==> src/rtl/reg_file_sb.sv <==
// Register file with per-entry pending scoreboard and sequenced bulk clear.
// Read ports return data plus a ready bit that drops while an entry has an outstanding producer.

module reg_file_sb_rdport #(
  parameter int DATA_WIDTH = 32,
  parameter int ADDR_WIDTH = 5,
  parameter int ZERO_REG   = 1,
  parameter int BYPASS     = 1
) (
  input  logic [ADDR_WIDTH-1:0] addr_i,
  input  logic                  in_rng_i,
  input  logic [DATA_WIDTH-1:0] word_i,
  input  logic                  pend_i,
  input  logic                  wr_eff_i,
  input  logic [ADDR_WIDTH-1:0] wr_addr_i,
  input  logic [DATA_WIDTH-1:0] wr_data_i,
  output logic [DATA_WIDTH-1:0] data_o,
  output logic                  ready_o
);
  always_comb begin
    data_o  = word_i;
    ready_o = ~pend_i;
    if (!in_rng_i || ((ZERO_REG != 0) && (addr_i == '0))) begin
      data_o  = '0;
      ready_o = 1'b1;
    end else if ((BYPASS != 0) && wr_eff_i && (wr_addr_i == addr_i)) begin
      data_o  = wr_data_i;
      ready_o = 1'b1;
    end
  end
endmodule

module reg_file_sb #(
  parameter int DATA_WIDTH = 32,
  parameter int DEPTH      = 32,
  parameter int ADDR_WIDTH = $clog2(DEPTH),
  parameter int NUM_RD     = 2,
  parameter int ZERO_REG   = 1,
  parameter int BYPASS     = 1
) (
  input  logic                         clk,
  input  logic                         arst_n,
  input  logic                         wr_en,
  input  logic [ADDR_WIDTH-1:0]        wr_addr,
  input  logic [DATA_WIDTH-1:0]        wr_data,
  input  logic                         rsv_en,
  input  logic [ADDR_WIDTH-1:0]        rsv_addr,
  input  logic [NUM_RD*ADDR_WIDTH-1:0] rd_addr,
  output logic [NUM_RD*DATA_WIDTH-1:0] rd_data,
  output logic [NUM_RD-1:0]            rd_ready,
  input  logic                         clr_start,
  output logic                         clr_busy,
  output logic                         clr_done
);
  localparam logic [1:0] S_IDLE  = 2'd0;
  localparam logic [1:0] S_CLEAR = 2'd1;
  localparam logic [1:0] S_DONE  = 2'd2;

  localparam logic [ADDR_WIDTH:0]   DEPTH_W  = (ADDR_WIDTH+1)'(DEPTH);
  localparam logic [ADDR_WIDTH-1:0] LAST_IDX = ADDR_WIDTH'(DEPTH - 1);

  logic [DATA_WIDTH-1:0] mem_q [DEPTH];
  logic [DEPTH-1:0]      pend_q, pend_d;
  logic [1:0]            state_q, state_d;
  logic [ADDR_WIDTH-1:0] idx_q, idx_d;
  logic                  wr_eff, rsv_eff;

  assign clr_busy = (state_q != S_IDLE);
  assign clr_done = (state_q == S_DONE);

  // Strobes are dropped (not queued) for the whole busy window, DONE included.
  assign wr_eff  = wr_en && ({1'b0, wr_addr} < DEPTH_W) && !clr_busy &&
                   !((ZERO_REG != 0) && (wr_addr == '0));
  assign rsv_eff = rsv_en && ({1'b0, rsv_addr} < DEPTH_W) && !clr_busy &&
                   !((ZERO_REG != 0) && (rsv_addr == '0));

  always_comb begin
    state_d = state_q;
    idx_d   = idx_q;
    case (state_q)
      S_IDLE: if (clr_start) begin
        state_d = S_CLEAR;
        idx_d   = '0;
      end
      S_CLEAR: begin
        idx_d = idx_q + ADDR_WIDTH'(1);
        if (idx_q == LAST_IDX) state_d = S_DONE;
      end
      S_DONE:  state_d = S_IDLE;
      default: state_d = S_IDLE;
    endcase
  end

  // Reserve is applied last so a same-cycle reserve+write leaves the entry pending.
  always_comb begin
    pend_d = pend_q;
    if (state_q == S_CLEAR) pend_d[idx_q]    = 1'b0;
    if (wr_eff)             pend_d[wr_addr]  = 1'b0;
    if (rsv_eff)            pend_d[rsv_addr] = 1'b1;
  end

  always_ff @(posedge clk) begin
    if (!arst_n) begin
      state_q <= S_IDLE;
      idx_q   <= '0;
      pend_q  <= '0;
      for (int i = 0; i < DEPTH; i++) mem_q[i] <= '0;
    end else begin
      state_q <= state_d;
      idx_q   <= idx_d;
      pend_q  <= pend_d;
      if (wr_eff)             mem_q[wr_addr] <= wr_data;
      if (state_q == S_CLEAR) mem_q[idx_q]   <= '0;
    end
  end

  for (genvar k = 0; k < NUM_RD; k++) begin : g_rd
    logic [ADDR_WIDTH-1:0] a;
    logic                  in_rng;
    assign a      = rd_addr[k*ADDR_WIDTH +: ADDR_WIDTH];
    assign in_rng = ({1'b0, a} < DEPTH_W);

    reg_file_sb_rdport #(
      .DATA_WIDTH(DATA_WIDTH), .ADDR_WIDTH(ADDR_WIDTH),
      .ZERO_REG(ZERO_REG), .BYPASS(BYPASS)
    ) u_rd (
      .addr_i   (a),
      .in_rng_i (in_rng),
      .word_i   (mem_q[a]),
      .pend_i   (pend_q[a]),
      .wr_eff_i (wr_eff),
      .wr_addr_i(wr_addr),
      .wr_data_i(wr_data),
      .data_o   (rd_data[k*DATA_WIDTH +: DATA_WIDTH]),
      .ready_o  (rd_ready[k])
    );
  end
endmodule

==> config.mk <==
export PLATFORM = sky130hd
export DESIGN_NAME = reg_file_sb
export DESIGN_NICKNAME = d
export VERILOG_FILES = /design/src/rtl/reg_file_sb.sv
export SDC_FILE = /design/constraint.sdc
export NUM_CORES = 2
export LEC_CHECK = 0
export CORE_MARGIN = 1
export CORE_UTILIZATION = 35
export DETAILED_ROUTE_END_ITERATION = 7
export DONT_BUFFER_PORTS = 1
export PLACE_DENSITY = 0.55
export SYNTH_ARGS = -nofsm -noshare
export SYNTH_HDL_FRONTEND = slang
export SYNTH_SLANG_ARGS = --single-unit
==> constraint.sdc <==
create_clock -name clk -period 3.9 [get_ports clk]
set_input_delay 0.195 -clock clk [delete_from_list [all_inputs] [get_ports clk]]
set_output_delay 0.195 -clock clk [all_outputs]
set_load 0.03 [all_outputs]
==> flow_summary_export.csv <==
group,metric,value,unit
clocking,h-tree-depth,3,
routing,wirelength,217000,um
logic_synthesis,synth_area_leaders,"edfxtp_1 (55%), mux4_2 (15%), nor2_1 (7.0%), mux2i_1 (5.9%), a221oi_1 (1.9%)",
global_routing,grt_overflow,0,
sta,rsz0062_at_grt,"false",
sta,max_freq,261,MHz
logic_synthesis,synth_area_leader_cell,"edfxtp_1",
routing,top_layer_used,"met5",
logic_synthesis,synth_cells,4247,
sta,slew_headroom,-46.8,%
pwr,power.density,434,mW/mm^2
sta,skew,0.0378,ns
worst_setup_path,required,3.70,ns
sta,min_period,3.83,ns
routing,dr_wl_met2,94600,um
floorplanning,rows,146,
logic_synthesis,ys_seq_area_share,56.2,%
floorplanning,die_y,402,um
pwr,combPwrFrac,12.3,%
routing,drtIter0Drc,5440,
layout,fin_area,0.0630,mm^2
clocking,clk_latency,0.76,ns
sta,tightest_slew,2.20,ns
floorplanning,core,0.159,mm^2
pwr,power.leakage,22.0,nW
routing,drc,0,
sta,post-route-period-util,98.3,%
place,hpwl,122000,um
floorplanning,die_area,0.162,mm^2
logic_synthesis,syn_avg_cell_area,13.2,um^2
floorplanning,die_w,402,um
floorplanning,io_pins,125,
pwr,switching_share,26.1,%
layout,multi_input_area,0.0229,mm^2
layout,fin_util,39.7,%
logic_synthesis,async_reset_ff_share,0,%
pwr,p_sw,7.14,mW
worst_setup_path,start_kind,"register",
sta,tns,0,ns
logic_synthesis,synth_top_area_share,54.8,%
status,violations,"slew limit",
logic_synthesis,postSynthRegisterBits,1063,
floorplanning,initial_utilization,35.4,%
routing,wire_per_inst,34.2,um
logic_synthesis,synth_area,0.0561,mm^2
pwr,peakVddDrop,0.000386,V
sta,setup_violations,0,
worst_setup_path,path_class,"register to primary output",
clocking,ctsLongestPathBuffers,3,
logic_synthesis,ys_types,61,
logic_synthesis,ys_warn_count,0,
clocking,cts.sinks,1063,
routing,dr_wl_met3,29500,um
layout,num-fill-cells,14800,
worst_setup_path,crit_fanout,16,
sta,slew_viol_final,163,
layout,nets,4233,
global_routing,track_usage,26.3,%
place,placed_area,0.0588,mm^2
clocking,cts_tree,"yes",
global_routing,grt_pass1_wl,302000,um
worst_setup_path,worstPathArrival,3.64,ns
layout,diodes,0,
routing,ant_nets,0,
clocking,root_buffer,"clkbuf_16",
layout,drive_gt1_share,20.7,%
layout,final_cell_mix,"nor2_1 (1051), edfxtp_1 (1024), mux4_2 (386)",
pwr,p_clk_share,39.6,%
worst_setup_path,worstSetupEndpointType,"primary output",
routing,drt_first_pass_iters,6,
place,io_buffer_count,0,
clocking,clk_pin_slew,0.07,ns
min_path,hold_class,"input pin to register",
layout,final_common_cell,"nor2_1",
place,routabilityCongestion,0.882,
layout,area_delta_synth_final,12.2,%
routing,via_per_inst,6.31,
logic_synthesis,synth_edf_count,1024,
clocking,cts_made_buffers,112,
pwr,seqPwrFrac,48.1,%
global_routing,antenna_found_initial,5,
logic_synthesis,ys.flop_type,"edfxtp_1",
sta,hold_viol_final,0,
pwr,p_int,20.2,mW
status,outcome,"finished with violations",
routing,vias,40000,
global_routing,grt_pass1_vias,38600,
layout,regArea,0.0315,mm^2
run,cap_viol_max_count,0,
global_routing,grt_max_degree,355,
routing,met1_length,85100,um
[metal layers]
layer | track usage, % | up-vias
met2 | 39.0 | 2733
met3 | 8.94 | 387
met5 | 0 | -
met4 | 8.29 | 4
met1 | 36.1 | 20800
li1 | - | 16100
[power by group through the flow]
stage               combinational [mW]  sequential, mW  clock (mW)
finish                            3.35            13.2        10.8
global placement                  3.17            13.4           0
CTS                               3.24            13.2        10.9
floorplan                         2.29            13.3           0
global route                      3.41            13.2        11.3
detailed placement                3.17            13.4           0
[synth_stat cells, drive strengths merged (4+ instances only)]
master,instances
a32oi,4
nor3,5
o221ai,28
ha,5
dfxtp,39
a2111oi,32
a211o,4
nand2b,25
a21oi,35
mux2i,332
nand3,9
nand2,253
nor2b,20
a221o,78
edfxtp,1024
inv,8
nor2,1053
nand3b,9
and3,29
a21o,21
a221oi,123
and2,13
mux4,386
xnor2,8
o21bai,12
a31oi,19
buf,221
clkbuf,223
a22oi,72
o21ai,79
or2,28
mux2,15
[cell type report]
type                    count  area share [%]
repair buffers            223            3.61
clock inverters            66           0.988
clock buffers             142            4.73
multi-input cells        2763            36.4
well taps                2072            4.12
flip-flops and latches   1063            50.1
inverters                   8          0.0497
[final timing paths]
kind,slack [ns],startpoint,cells after the start,endpoint
max,0.07,state_q[0]$_SDFFE_PN0P_,7,rd_data[4]
min,0.06,arst_n,1,mem_q[23][11]$_SDFFCE_PN0P_
max reg2reg,0.59,state_q[0]$_SDFFE_PN0P_,7,mem_q[12][1]$_SDFFCE_PN0P_
min reg2reg,0.49,pend_q[14]$_SDFF_PN0_,2,pend_q[14]$_SDFF_PN0_
[kinds of logic after synthesis]
logic type               count (synthesis)  share of synthesized area, %
AO/OA/AOI/OAI                          522                          7.69
XOR/XNOR                                10                         0.156
adder cells (fa/ha/maj)                  5                         0.111
buffers and inverters                  452                          3.59
flip-flops                            1063                          56.2
multiplexers                           733                          21.7
other                                    1                       0.00668
AND/OR/NAND/NOR                       1461                          10.6
[timing repair]
item / 4_1_cts / 5_1_grt
setup endpoints to repair: 19 / 22
gates cloned: 2 / 0
resized for setup: 2 / 0
hold endpoints to repair: 1110 / 0
buffers inserted: 2 / 1
hold buffers: 46 / 0
pin swaps: 2 / 1
[registers in the layout (all words and copies together), names as in the netlist]
register,flops
mem_q,1024
idx_q,5
pend_q,32
state_q,2
[per-stage QoR]
step | hold slack [ns] | power, mW | std cells | setup slack [ns]
2_1_floorplan | 0.349 | 15.6 | 4278 | 0.833
3_3_place_gp | 0.367 | 16.5 | 6078 | 0.309
3_5_place_dp | 0.370 | 16.6 | 6078 | 0.372
4_1_cts | 0.00689 | 27.3 | 6336 | 0.0638
5_1_grt | 0.00196 | 28.0 | 6337 | 0.0503
6_report | 0.0627 | 27.3 | 6337 | 0.0664
[critical path: stages (launching register included)]
cell,delay (ns)
dfxtp_1,0.63
nor3b_4,0.10
o31ai_4,0.24
nor4_4,0.14
buf_4,0.24
bufbuf_16,0.34
a2111oi_2,0.71
a221o_1,0.46
No activity file was read; power rests on OpenSTA's default activity.
